$ cat config.mk
export PLATFORM = sky130hd
export DESIGN_NAME = tdm_transmit
export DESIGN_NICKNAME = d
export VERILOG_FILES = /design/src/rtl/tdm_transmit.sv
export SDC_FILE = /design/constraint.sdc
export NUM_CORES = 1
export LEC_CHECK = 0
export BUFFER_PORTS_ARGS = -buffer_cell sky130_fd_sc_hd__buf_2
export CORE_MARGIN = 5
export CORE_UTILIZATION = 61
export CTS_BUF_LIST = sky130_fd_sc_hd__clkbuf_8
export DETAILED_ROUTE_END_ITERATION = 7
export PLACE_DENSITY = 0.85
export SKIP_LAST_GASP = 1
export SLEW_MARGIN = 0
export SYNTH_ARGS = -nofsm -noshare
export SYNTH_HDL_FRONTEND = slang
export SYNTH_SLANG_ARGS = --single-unit
$ cat constraint.sdc
create_clock -name clk_in -period 2.7 [get_ports clk_in]
set_input_delay 0.135 -clock clk_in [delete_from_list [all_inputs] [get_ports clk_in]]
set_output_delay 0.135 -clock clk_in [all_outputs]
set_load 0.01 [all_outputs]
$ cat src/rtl/tdm_transmit.sv
// tdm_transmit: serializes four audio samples onto a 4-slot TDM bus.
// sck is divided from clk_in; ws/sd/state advance on sck falling ticks.
module tdm_transmit #(
  parameter int BIT_WIDTH  = 24,
  parameter int SLOT_WIDTH = 32,
  parameter int SLOTS      = 4,
  parameter int SCK_DIV    = 2
) (
  input  logic                 clk_in,
  input  logic                 rst_in_n,
  input  logic [BIT_WIDTH-1:0] audio_in1,
  input  logic [BIT_WIDTH-1:0] audio_in2,
  input  logic [BIT_WIDTH-1:0] audio_in3,
  input  logic [BIT_WIDTH-1:0] audio_in4,
  input  logic                 audio_valid_in,
  output logic                 ready_out,
  output logic                 sck,
  output logic                 ws,
  output logic                 sd,
  output logic                 busy_out
);

  localparam int BW = (SLOT_WIDTH > 1) ? $clog2(SLOT_WIDTH) : 1;
  localparam int DW = (SCK_DIV > 1) ? $clog2(SCK_DIV) : 1;
  localparam logic [BW-1:0] BIT_LAST  = BW'(SLOT_WIDTH - 1);
  localparam logic [BW-1:0] BIT_ONE   = BW'(1);
  localparam logic [DW-1:0] DIV_LAST  = DW'(SCK_DIV - 1);
  localparam logic [DW-1:0] DIV_ONE   = DW'(1);
  localparam logic [1:0]    SLOT_LAST = 2'(SLOTS - 1);
  localparam int MSB = BIT_WIDTH - 1;

  typedef enum logic [1:0] {
    IDLE,
    SYNC,
    DATA
  } state_e;

  typedef logic [BIT_WIDTH-1:0] word_t;

  state_e      state_q, state_d;
  logic [DW-1:0] div_q, div_d;
  logic        sck_q, sck_d;
  logic        ws_q, ws_d;
  logic        sd_q, sd_d;
  logic        pend_q, pend_d;
  word_t       hold_q [4];
  word_t       hold_d [4];
  word_t       sh_q [4];
  word_t       sh_d [4];
  word_t       cur_q, cur_d;
  logic [BW-1:0] bit_q, bit_d;
  logic [1:0]  slot_q, slot_d;

  logic        term;
  logic        fall;
  logic        load;
  logic        hs;
  logic [1:0]  nslot;

  always_comb begin
    state_d = state_q;
    div_d   = div_q + DIV_ONE;
    sck_d   = sck_q;
    ws_d    = ws_q;
    sd_d    = sd_q;
    pend_d  = pend_q;
    hold_d  = hold_q;
    sh_d    = sh_q;
    cur_d   = cur_q;
    bit_d   = bit_q;
    slot_d  = slot_q;
    load    = 1'b0;
    nslot   = slot_q + 2'd1;
    term    = (div_q == DIV_LAST);
    fall    = term & sck_q;
    hs      = audio_valid_in & ~pend_q;

    if (term) begin
      div_d = '0;
      sck_d = ~sck_q;
    end

    if (fall) begin
      unique case (state_q)
        IDLE: begin
          ws_d = 1'b0;
          sd_d = 1'b0;
          if (pend_q) begin
            load    = 1'b1;
            ws_d    = 1'b1;
            state_d = SYNC;
          end
        end
        SYNC: begin
          ws_d    = 1'b0;
          sd_d    = sh_q[0][MSB];
          cur_d   = sh_q[0] << 1;
          bit_d   = '0;
          slot_d  = '0;
          state_d = DATA;
        end
        DATA: begin
          if (bit_q == BIT_LAST) begin
            bit_d = '0;
            if (slot_q == SLOT_LAST) begin
              sd_d    = 1'b0;
              state_d = IDLE;
              if (pend_q) begin
                load    = 1'b1;
                ws_d    = 1'b1;
                state_d = SYNC;
              end
            end else begin
              slot_d = nslot;
              sd_d   = sh_q[nslot][MSB];
              cur_d  = sh_q[nslot] << 1;
            end
          end else begin
            // cur shifts in zeros, so slot padding falls out naturally
            bit_d = bit_q + BIT_ONE;
            sd_d  = cur_q[MSB];
            cur_d = cur_q << 1;
          end
        end
        default: state_d = IDLE;
      endcase
    end

    if (load) begin
      sh_d   = hold_q;
      pend_d = 1'b0;
    end
    if (hs) begin
      hold_d[0] = audio_in1;
      hold_d[1] = audio_in2;
      hold_d[2] = audio_in3;
      hold_d[3] = audio_in4;
      pend_d    = 1'b1;
    end
  end

  always_ff @(posedge clk_in or negedge rst_in_n) begin
    if (!rst_in_n) begin
      state_q <= IDLE;
      div_q   <= '0;
      sck_q   <= 1'b0;
      ws_q    <= 1'b0;
      sd_q    <= 1'b0;
      pend_q  <= 1'b0;
      cur_q   <= '0;
      bit_q   <= '0;
      slot_q  <= '0;
      for (int i = 0; i < 4; i++) begin
        hold_q[i] <= '0;
        sh_q[i]   <= '0;
      end
    end else begin
      state_q <= state_d;
      div_q   <= div_d;
      sck_q   <= sck_d;
      ws_q    <= ws_d;
      sd_q    <= sd_d;
      pend_q  <= pend_d;
      cur_q   <= cur_d;
      bit_q   <= bit_d;
      slot_q  <= slot_d;
      hold_q  <= hold_d;
      sh_q    <= sh_d;
    end
  end

  assign sck       = sck_q;
  assign ws        = ws_q;
  assign sd        = sd_q;
  assign ready_out = ~pend_q;
  assign busy_out  = (state_q != IDLE);

endmodule

Word level (Yosys, flattened, before mapping) --
Cells that the tools add are included.
Storage, ports and cells: word-level logic and storage cells 78, register bits after elaboration 230
Operators by class: bitwise operators 5, add/sub/neg operators 3, muxes and demuxes 31, equal/unequal tests 10, reduce and logical (&&, ||, !) cells 11, $lt $le $gt $ge 1
Operators with widths (count):
- $mux 24 | 4
- $bmux 24 s2 | 1
- $pmux 24 s2 | 1
- $mux 1 | 13
- $mux 2 | 5
- $ne 2x2->1 const B | 5
- $pmux 5 s2 | 1
- $reduce_and 4->1 | 2
- $pmux 1 s3 | 2
- $pmux 2 s3 | 1
- $reduce_bool 2->1 | 3
- $add 5x1->5 const B | 1
- $eq 5x5->1 const B | 1
- $mux 5 | 1
- $reduce_and 5->1 | 1
- $eq 2x2->1 const B | 2
- $pmux 2 s2 | 1
- $reduce_and 2->1 | 2
- $ge 3x3->1 const B | 1
- $ne 3x3->1 const B | 1
- $not 2->3 | 1
- $reduce_and 3->1 | 1
- $reduce_bool 3->1 | 1
- $add 2x1->2 const B | 1
- 6 further kinds | 8

Logic depth before layout (Yosys ltp) --
Gate-level depths: netlist of the first run.
word-level depth 8, mapped depth 9, mapped depth without buffers 6

Worst setup path before layout of the first run --
No wires, ideal clock.
path kind reg-to-reg, from register bit_q[0], to register sh_q[65] (netlist bit), path buffers 3, path slack 0.576 ns, period minus slack after synthesis 2.124 ns, arrival 1.999 ns, setup time 0.125 ns, cell stages (with the launch flop) 10, cell sequence dfrtp_1 ha_1 and3_1 ha_1 nand3_2 a211o_1 buf_2 buf_6 buf_6 mux2_4
Between the ends: word-level cells in the longest chain between the ends 4
Ends and longest elaborated chain:
- start: declaration | line 51 | logic [BW-1:0] bit_q, bit_d;
- start signal: assignment | line 165 | bit_q <= bit_d;
- $eq 5x5->1 | line 103 | if (bit_q == BIT_LAST) begin
- $mux 1 | line 103
- $pmux 1 s2 | line 84 | unique case (state_q)
- $mux 1 | line 83 | if (fall) begin
- end signal: indexed assignment | line 155 | sh_q[i] <= '0;
- end signal: assignment | line 168 | sh_q <= sh_d;
- end: declaration | line 48 | word_t sh_q [4];
No other way between the ends. A chain may end at the register's enable or synchronous reset.

Final worst setup path of the first run --
from register bit_q[0], to register cur_q[16]
Between the ends: word-level cells in the longest chain between the ends 3
Ends and longest elaborated chain:
- $eq 5x5->1 (*) | line 103
- $ne 3x3->1 (no line) or $mux 24 (tied branches)
- $reduce_and 3->1 (no line) or $pmux 24 s2 (tied branches)
- end signal: assignment | line 164 | cur_q <= cur_d;
- end: declaration | line 50 | word_t cur_q, cur_d;
Every way passes the cells marked *; elsewhere a longest branch is shown, timed or not.

==> run_results.csv, run 1 <==
group,metric,value,unit
outcome,status,"finished clean",
logic_synthesis,syn_area,10100,µm²
timing,tns,0,ps
logic_synthesis,synth_compound_area_share,5.39,%
clock_network,clk_pin_slew,60,ps
timing,relSlewSlack,44.7,%
worst_setup_path,arrival,2860,ps
layout,postLayoutCellArea,12700,µm²
grt,grt_max_degree,107,
place,place.port_buffers,103,
floorplan,die-area,19300,µm²
floorplan,die_h,139,µm
logic_synthesis,ys.flop_type,"dfrtp_1",
floorplan,rows,47,
layout,fin_nets,1035,
timing,min_period,2430,ps
floorplan,coreArea,16400,µm²
layout,area_delta_synth_final,25.3,%
timing,clock_skew,28.7,ps
logic_synthesis,synthMuxAreaShare,28.2,%
timing,worst_pin_slew,830,ps
clock_network,clockBufferDepth,3,
logic_synthesis,syn_nets,828,
drt,ant_nets,0,
worst_setup_path,path_max_fanout,30,
place,pre_cts_slack,227,ps
timing,slew_violations,0,
grt,antenna_found_initial,0,
logic_synthesis,synth-adder-area-share,0.990,%
drt,num_vias,6789,
logic_synthesis,yosysSeqAreaShare,56.7,%
place,dp_hpwl,13.8,mm
worst_setup_path,cp-end-kind,"flop",
logic_synthesis,ys_ff_latch,229,
grt,grt_pass1_vias,7570,
logic_synthesis,yosys_warnings,0,
clock_network,insertion_delay,530,ps
logic_synthesis,synth.avg_cell_area,14.0,µm²
power_and_ir_drop,leakage,5.71,nW
drt,viasPerCell,5.77,
clock_network,numClockSinks,229,
drt,wire_per_inst,20.4,µm
timing,max_freq,411,MHz
logic_synthesis,synth_top_family_by_area,"multiplexers",
grt,overflow,0,
power_and_ir_drop,power_density,1020,nW/µm²
layout,antennaDiodeCount,0,
timing,min_period_over_period,90.0,%
timing,whs,238,ps
drt,drc,0,
timing,final_hold_viol_count,0,
worst_setup_path,worst-setup-path-type,"flop to flop",
logic_synthesis,syn_inst,721,
logic_synthesis,synth-edff-count,0,
logic_synthesis,synthArstFlopShare,100,%
worst_setup_path,critPathLaunchType,"flop",
worst_hold_path,hold_class,"input port to async pin",
timing,setup-violations-final,0,
clock_network,post_cts_buffers,0,
worst_setup_path,r2r_end,"cur_q[16]$_DFFE_PN0P_",
clock_network,cts_tree,"done",
worst_setup_path,reg2reg_slack,270,ps
worst_setup_path,cp.required,3130,ps
drt,dr.pass1.iters,5,
floorplan,initial_core_util,61.6,%
timing,setup_slack,269,ps
drt,routed_wl,24.0,mm
layout,layout_commonest_cell,"dfrtp_1",
timing,rsz0062_at_grt,"false",
grt,grt_pass1_wl,39.7,mm
worst_setup_path,r2r_start,"bit_q[0]$_DFFE_PN0P_",
drt,drt_iter0_drc,531,
worst_setup_path,r2r_cells,7,
floorplan,io_pins,104,
power_and_ir_drop,ir_worst_vdd,659,µV
clock_network,cts_buffers,38,
grt,track_usage,25.3,%
logic_synthesis,synth-simple-area-share,5.90,%
layout,layout_common_cells,"228 x dfrtp_1, 209 x mux2_2, 102 x buf_2, 98 x dlygate4sd3_1, 58 x clkbuf_8",
place,dpl-instance-area,10800,µm²
logic_synthesis,synth_xor_xnor_area_share,0.0866,%
floorplan,die_x,139,µm
job,max_cap_viol_count,0,
place,place.gp.congestion,0.892,
clock_network,htree_levels,2,
layout,drive_gt1_share,44.4,%
clock_network,cts_root_buf,"clkbuf_8",
logic_synthesis,synth_cell_types,42,
-- per-layer routing --
metal / vias to the layer above / global-route usage [%] / share of wire [%]
met5: - / 0 / 0
met4: 0 / 9.68 / 3.9
met3: 90 / 4.79 / 4.7
met2: 262 / 45.3 / 53
met1: 3406 / 30.6 / 38
li1: 3031 / - / -
-- kinds of logic (layout without fill, tap and decap cells) --
kind of cell	Yosys count	after routing
mux	242	242
compound gates	84	84
xor+xnor	1	1
fa+ha+maj	8	8
flops	229	229
simple gates	98	98
buf+inv	59	295
-- worst max-delay path, stage by stage (launching register included) --
cell,delay [ps]
dfrtp_1,390
ha_1,210
and3_1,170
ha_1,180
buf_4,290
and3_1,680
nand2_1,200
a31oi_1,220
-- report_power, final --
group	leakage [nW]	switching (W)	internal, W
combinational	2.56	0.00130	0.00210
clock	0.471	0.00139	0.00188
sequential	2.68	0.00112	0.00512
-- cell usage after synthesis, types with 4 or more instances --
library cell  instances  share of area (%)
a21oi_1              24                1.2
mux2_4               29                4.3
nand2_1              30                1.1
inv_1                10               0.37
and3b_1              23                2.0
a211oi_1             20                1.5
clkbuf_1             18               0.67
nand3_1               6               0.30
a31oi_1              24                1.5
buf_6                 4               0.45
dfrtp_1             229                 57
ha_1                  8               0.99
mux2_2              209                 23
nor2b_1              25                1.5
buf_2                20               0.99
buf_1                 7               0.26
-- worst max-delay path by stage --
| stage | startpoint | to | slack [ps] |
|---|---|---|---|
| floorplan | bit_q[0]$_DFFE_PN0P_ | sh_q[65]$_DFFE_PN0P_ | 580 |
| global placement | bit_q[0]$_DFFE_PN0P_ | cur_q[3]$_DFFE_PN0P_ | 420 |
| detailed placement | bit_q[0]$_DFFE_PN0P_ | cur_q[3]$_DFFE_PN0P_ | 230 |
| CTS | bit_q[0]$_DFFE_PN0P_ | cur_q[3]$_DFFE_PN0P_ | 210 |
| global route | bit_q[0]$_DFFE_PN0P_ | cur_q[14]$_DFFE_PN0P_ | 100 |
| finish | bit_q[0]$_DFFE_PN0P_ | cur_q[16]$_DFFE_PN0P_ | 270 |
-- what timing repair did --
item | 4_1_cts | 5_1_grt
hold buffers | 98 | 0
hold endpoints to repair | 199 | 0
gates resized for setup | 0 | 1
setup endpoints to repair | 0 | 7
-- metrics by stage --
step,power (W),std cells,utilization [%]
after detailed placement,0.00940,1010,66.1
final,0.0129,1177,77.2
after global placement,0.00908,1010,66.1
after CTS,0.0128,1177,77.2
after global routing,0.0136,1177,77.2
after floorplan,0.00832,721,-
-- layout make-up --
| class | instances | area [µm²] |
|---|---|---|
| Inverter | 10 | 37.5 |
| Timing Repair Buffer | 216 | 1660 |
| Multi-Input combinational cell | 433 | 4120 |
| Sequential cell | 229 | 5730 |
| Fill cell | 891 | 3740 |
| Clock buffer | 58 | 798 |
| Tap cell | 220 | 275 |
| Clock inverter | 11 | 45.0 |
-- flip-flops by register name, summed over array words and instances (netlist names), 2 cells and up --
signal   cells
cur_q       23
bit_q        5
hold_q      96
sh_q        96
state_q      2
slot_q       2
No activity file was read; power rests on OpenSTA's default activity.
==> run 2, diff against run 1 <==
--- a/config.mk
+++ b/config.mk
@@ -6,11 +6,14 @@
 export NUM_CORES = 1
 export LEC_CHECK = 0
 export BUFFER_PORTS_ARGS = -buffer_cell sky130_fd_sc_hd__buf_2
+export CELL_PAD_IN_SITES_DETAIL_PLACEMENT = 1
+export CELL_PAD_IN_SITES_GLOBAL_PLACEMENT = 1
 export CORE_MARGIN = 5
-export CORE_UTILIZATION = 61
+export CORE_UTILIZATION = 51
 export CTS_BUF_LIST = sky130_fd_sc_hd__clkbuf_8
 export DETAILED_ROUTE_END_ITERATION = 7
-export PLACE_DENSITY = 0.85
+export PLACE_DENSITY = 0.86
+export REMOVE_ABC_BUFFERS = 1
 export SKIP_LAST_GASP = 1
 export SLEW_MARGIN = 0
 export SYNTH_ARGS = -nofsm -noshare
==> run 2 against run 1 <==
Compared with the run above:
- clock skew fell by 10 ps
- sequential share of layout area fell by 0.35 points
- setup slack got worse by 57 ps
==> run_results.csv, run 2 (synthesis results as in run 1) <==
group,metric,value,unit
outcome,status,"finished clean",
layout,layout_common_cells,"228 x dfrtp_1, 209 x mux2_2, 102 x buf_2, 98 x dlygate4sd3_1, 53 x clkbuf_8",
timing,setup-violations-final,0,
grt,busiest_layer,"met2",
worst_setup_path,r2r_start,"bit_q[0]$_DFFE_PN0P_",
clock_network,cts_tree,"done",
worst_setup_path,r2r_end,"cur_q[12]$_DFFE_PN0P_",
clock_network,clk_pin_slew,60,ps
drt,ant_nets,0,
floorplan,initial_core_util,52.0,%
clock_network,post_cts_buffers,0,
power_and_ir_drop,ir_worst_vdd,566,µV
timing,rsz0062_at_grt,"false",
floorplan,io_pins,104,
worst_setup_path,cp-end-kind,"flop",
grt,use_met1,31.7,%
drt,drt_iter0_drc,368,
timing,whs,237,ps
worst_setup_path,critPathLaunchType,"flop",
drt,routed_wl,29.1,mm
timing,worst_pin_slew,754,ps
timing,relSlewSlack,49.7,%
worst_setup_path,worst-setup-path-type,"flop to flop",
clock_network,cts_root_buf,"clkbuf_8",
place,place.port_buffers,103,
worst_hold_path,hold_class,"input port to async pin",
floorplan,die_x,151,µm
place,place.gp.congestion,0.800,
layout,antennaDiodeCount,0,
grt,grt_pass1_vias,8134,
layout,area_delta_synth_final,26.3,%
job,max_cap_viol_count,0,
worst_setup_path,cp.required,3110,ps
worst_setup_path,reg2reg_slack,210,ps
drt,drc,0,
drt,num_vias,6890,
place,dp_hpwl,15.1,mm
clock_network,htree_levels,2,
floorplan,die-area,22700,µm²
layout,top_regs,"hold_q (96), sh_q (96), cur_q (23)",
grt,met2_usage,48.7,%
timing,min_period_over_period,92.1,%
grt,antenna_found_initial,0,
power_and_ir_drop,leakage,5.74,nW
drt,wire_per_inst,23.7,µm
drt,viasPerCell,5.62,
place,place_inst,1054,
clock_network,cts_buffers,40,
drt,dr.pass1.iters,5,
clock_network,insertion_delay,560,ps
floorplan,rows,51,
clock_network,clockBufferDepth,3,
power_and_ir_drop,total_power,0.0134,W
grt,grt_max_degree,101,
timing,max_freq,402,MHz
timing,clock_skew,18.6,ps
floorplan,die_h,151,µm
layout,drive_gt1_share,44.1,%
grt,grt_pass1_wl,46.5,mm
grt,track_usage,26.8,%
layout,layoutNonFillerInstCount,1225,
floorplan,coreArea,19500,µm²
worst_setup_path,path_max_fanout,30,
worst_setup_path,r2r_cells,7,
layout,fill_cells,1822,
clock_network,numClockSinks,229,
timing,final_hold_viol_count,0,
timing,slew_violations,0,
layout,post-route-util,65.6,%
power_and_ir_drop,power_density,1050,nW/µm²
layout,layout_commonest_cell,"dfrtp_1",
layout,fin_nets,1036,
timing,min_period,2490,ps
worst_setup_path,arrival,2900,ps
grt,overflow,0,
grt,grt.met3_usage,5.06,%
## run 2: cell count changes in the layout (fill, tap and decap cells not counted), sizes merged
cell	previous run	this run
inv	18	24
clkbuf	58	53
buf	118	117
bufinv	0	2
clkinvlp	0	2
clkinv	3	2
## run 2: repair_timing
action,CTS,global route
setup endpoints to repair,0,22
resized for setup,0,1
hold endpoints to repair,195,0
hold buffers,98,0
## run 2: metal layers
metal | vias up | part of all wire, % | wire (µm)
li1 | 3026 | - | -
met1 | 3579 | 39 | 11200
met2 | 217 | 54 | 15800
met3 | 68 | 4.2 | 1230
met4 | 0 | 3.0 | 863
met5 | - | 0 | 0
## run 2: how the worst max path moves through the flow
stage	start	endpoint	slack, ps	cells past startpoint
after floorplan	pend_q$_DFFE_PN0P_	hold_q[0]$_DFFE_PN0P_	-2680	2
after CTS	bit_q[0]$_DFFE_PN0P_	cur_q[9]$_DFFE_PN0P_	60	7
after global routing	bit_q[0]$_DFFE_PN0P_	cur_q[12]$_DFFE_PN0P_	70	7
after detailed placement	bit_q[0]$_DFFE_PN0P_	cur_q[9]$_DFFE_PN0P_	50	7
final	bit_q[0]$_DFFE_PN0P_	cur_q[12]$_DFFE_PN0P_	210	7
after global placement	bit_q[0]$_DFFE_PN0P_	cur_q[3]$_DFFE_PN0P_	340	7
## run 2: critical path: stages (launching register included)
cell and delay [ps]:
dfrtp_1 410, ha_1 250, and3_1 200, ha_1 220
buf_4 250, and3b_2 440, a211oi_1 390, a31oi_1 180
## run 2: final cells by class
cell class,count,area [µm²],share of cell area [%]
sequential,229,5730,44.9
multi-input combinational,433,4130,32.3
timing repair buffer,215,1670,13.1
clock buffer,53,729,5.71
tap,265,332,2.60
clock inverter,20,138,1.08
inverter,10,37.5,0.294
## run 2: report_power, final
part           switching [W]  leakage (nW)  internal (W)
clock network        0.00148         0.492       0.00195
logic                0.00146          2.56       0.00211
registers            0.00122          2.68       0.00512
## run 2: per-stage QoR
step / cell area (µm²) / worst slack, ps / TNS [ps]
3_5_place_dp: 10900 / 53.9 / 0
5_1_grt: 12800 / 68.3 / 0
2_1_floorplan: 9870 / -2680 / -450040
4_1_cts: 12800 / 58.6 / 0
6_report: 12800 / 212 / 0
3_3_place_gp: 10900 / 338 / 0
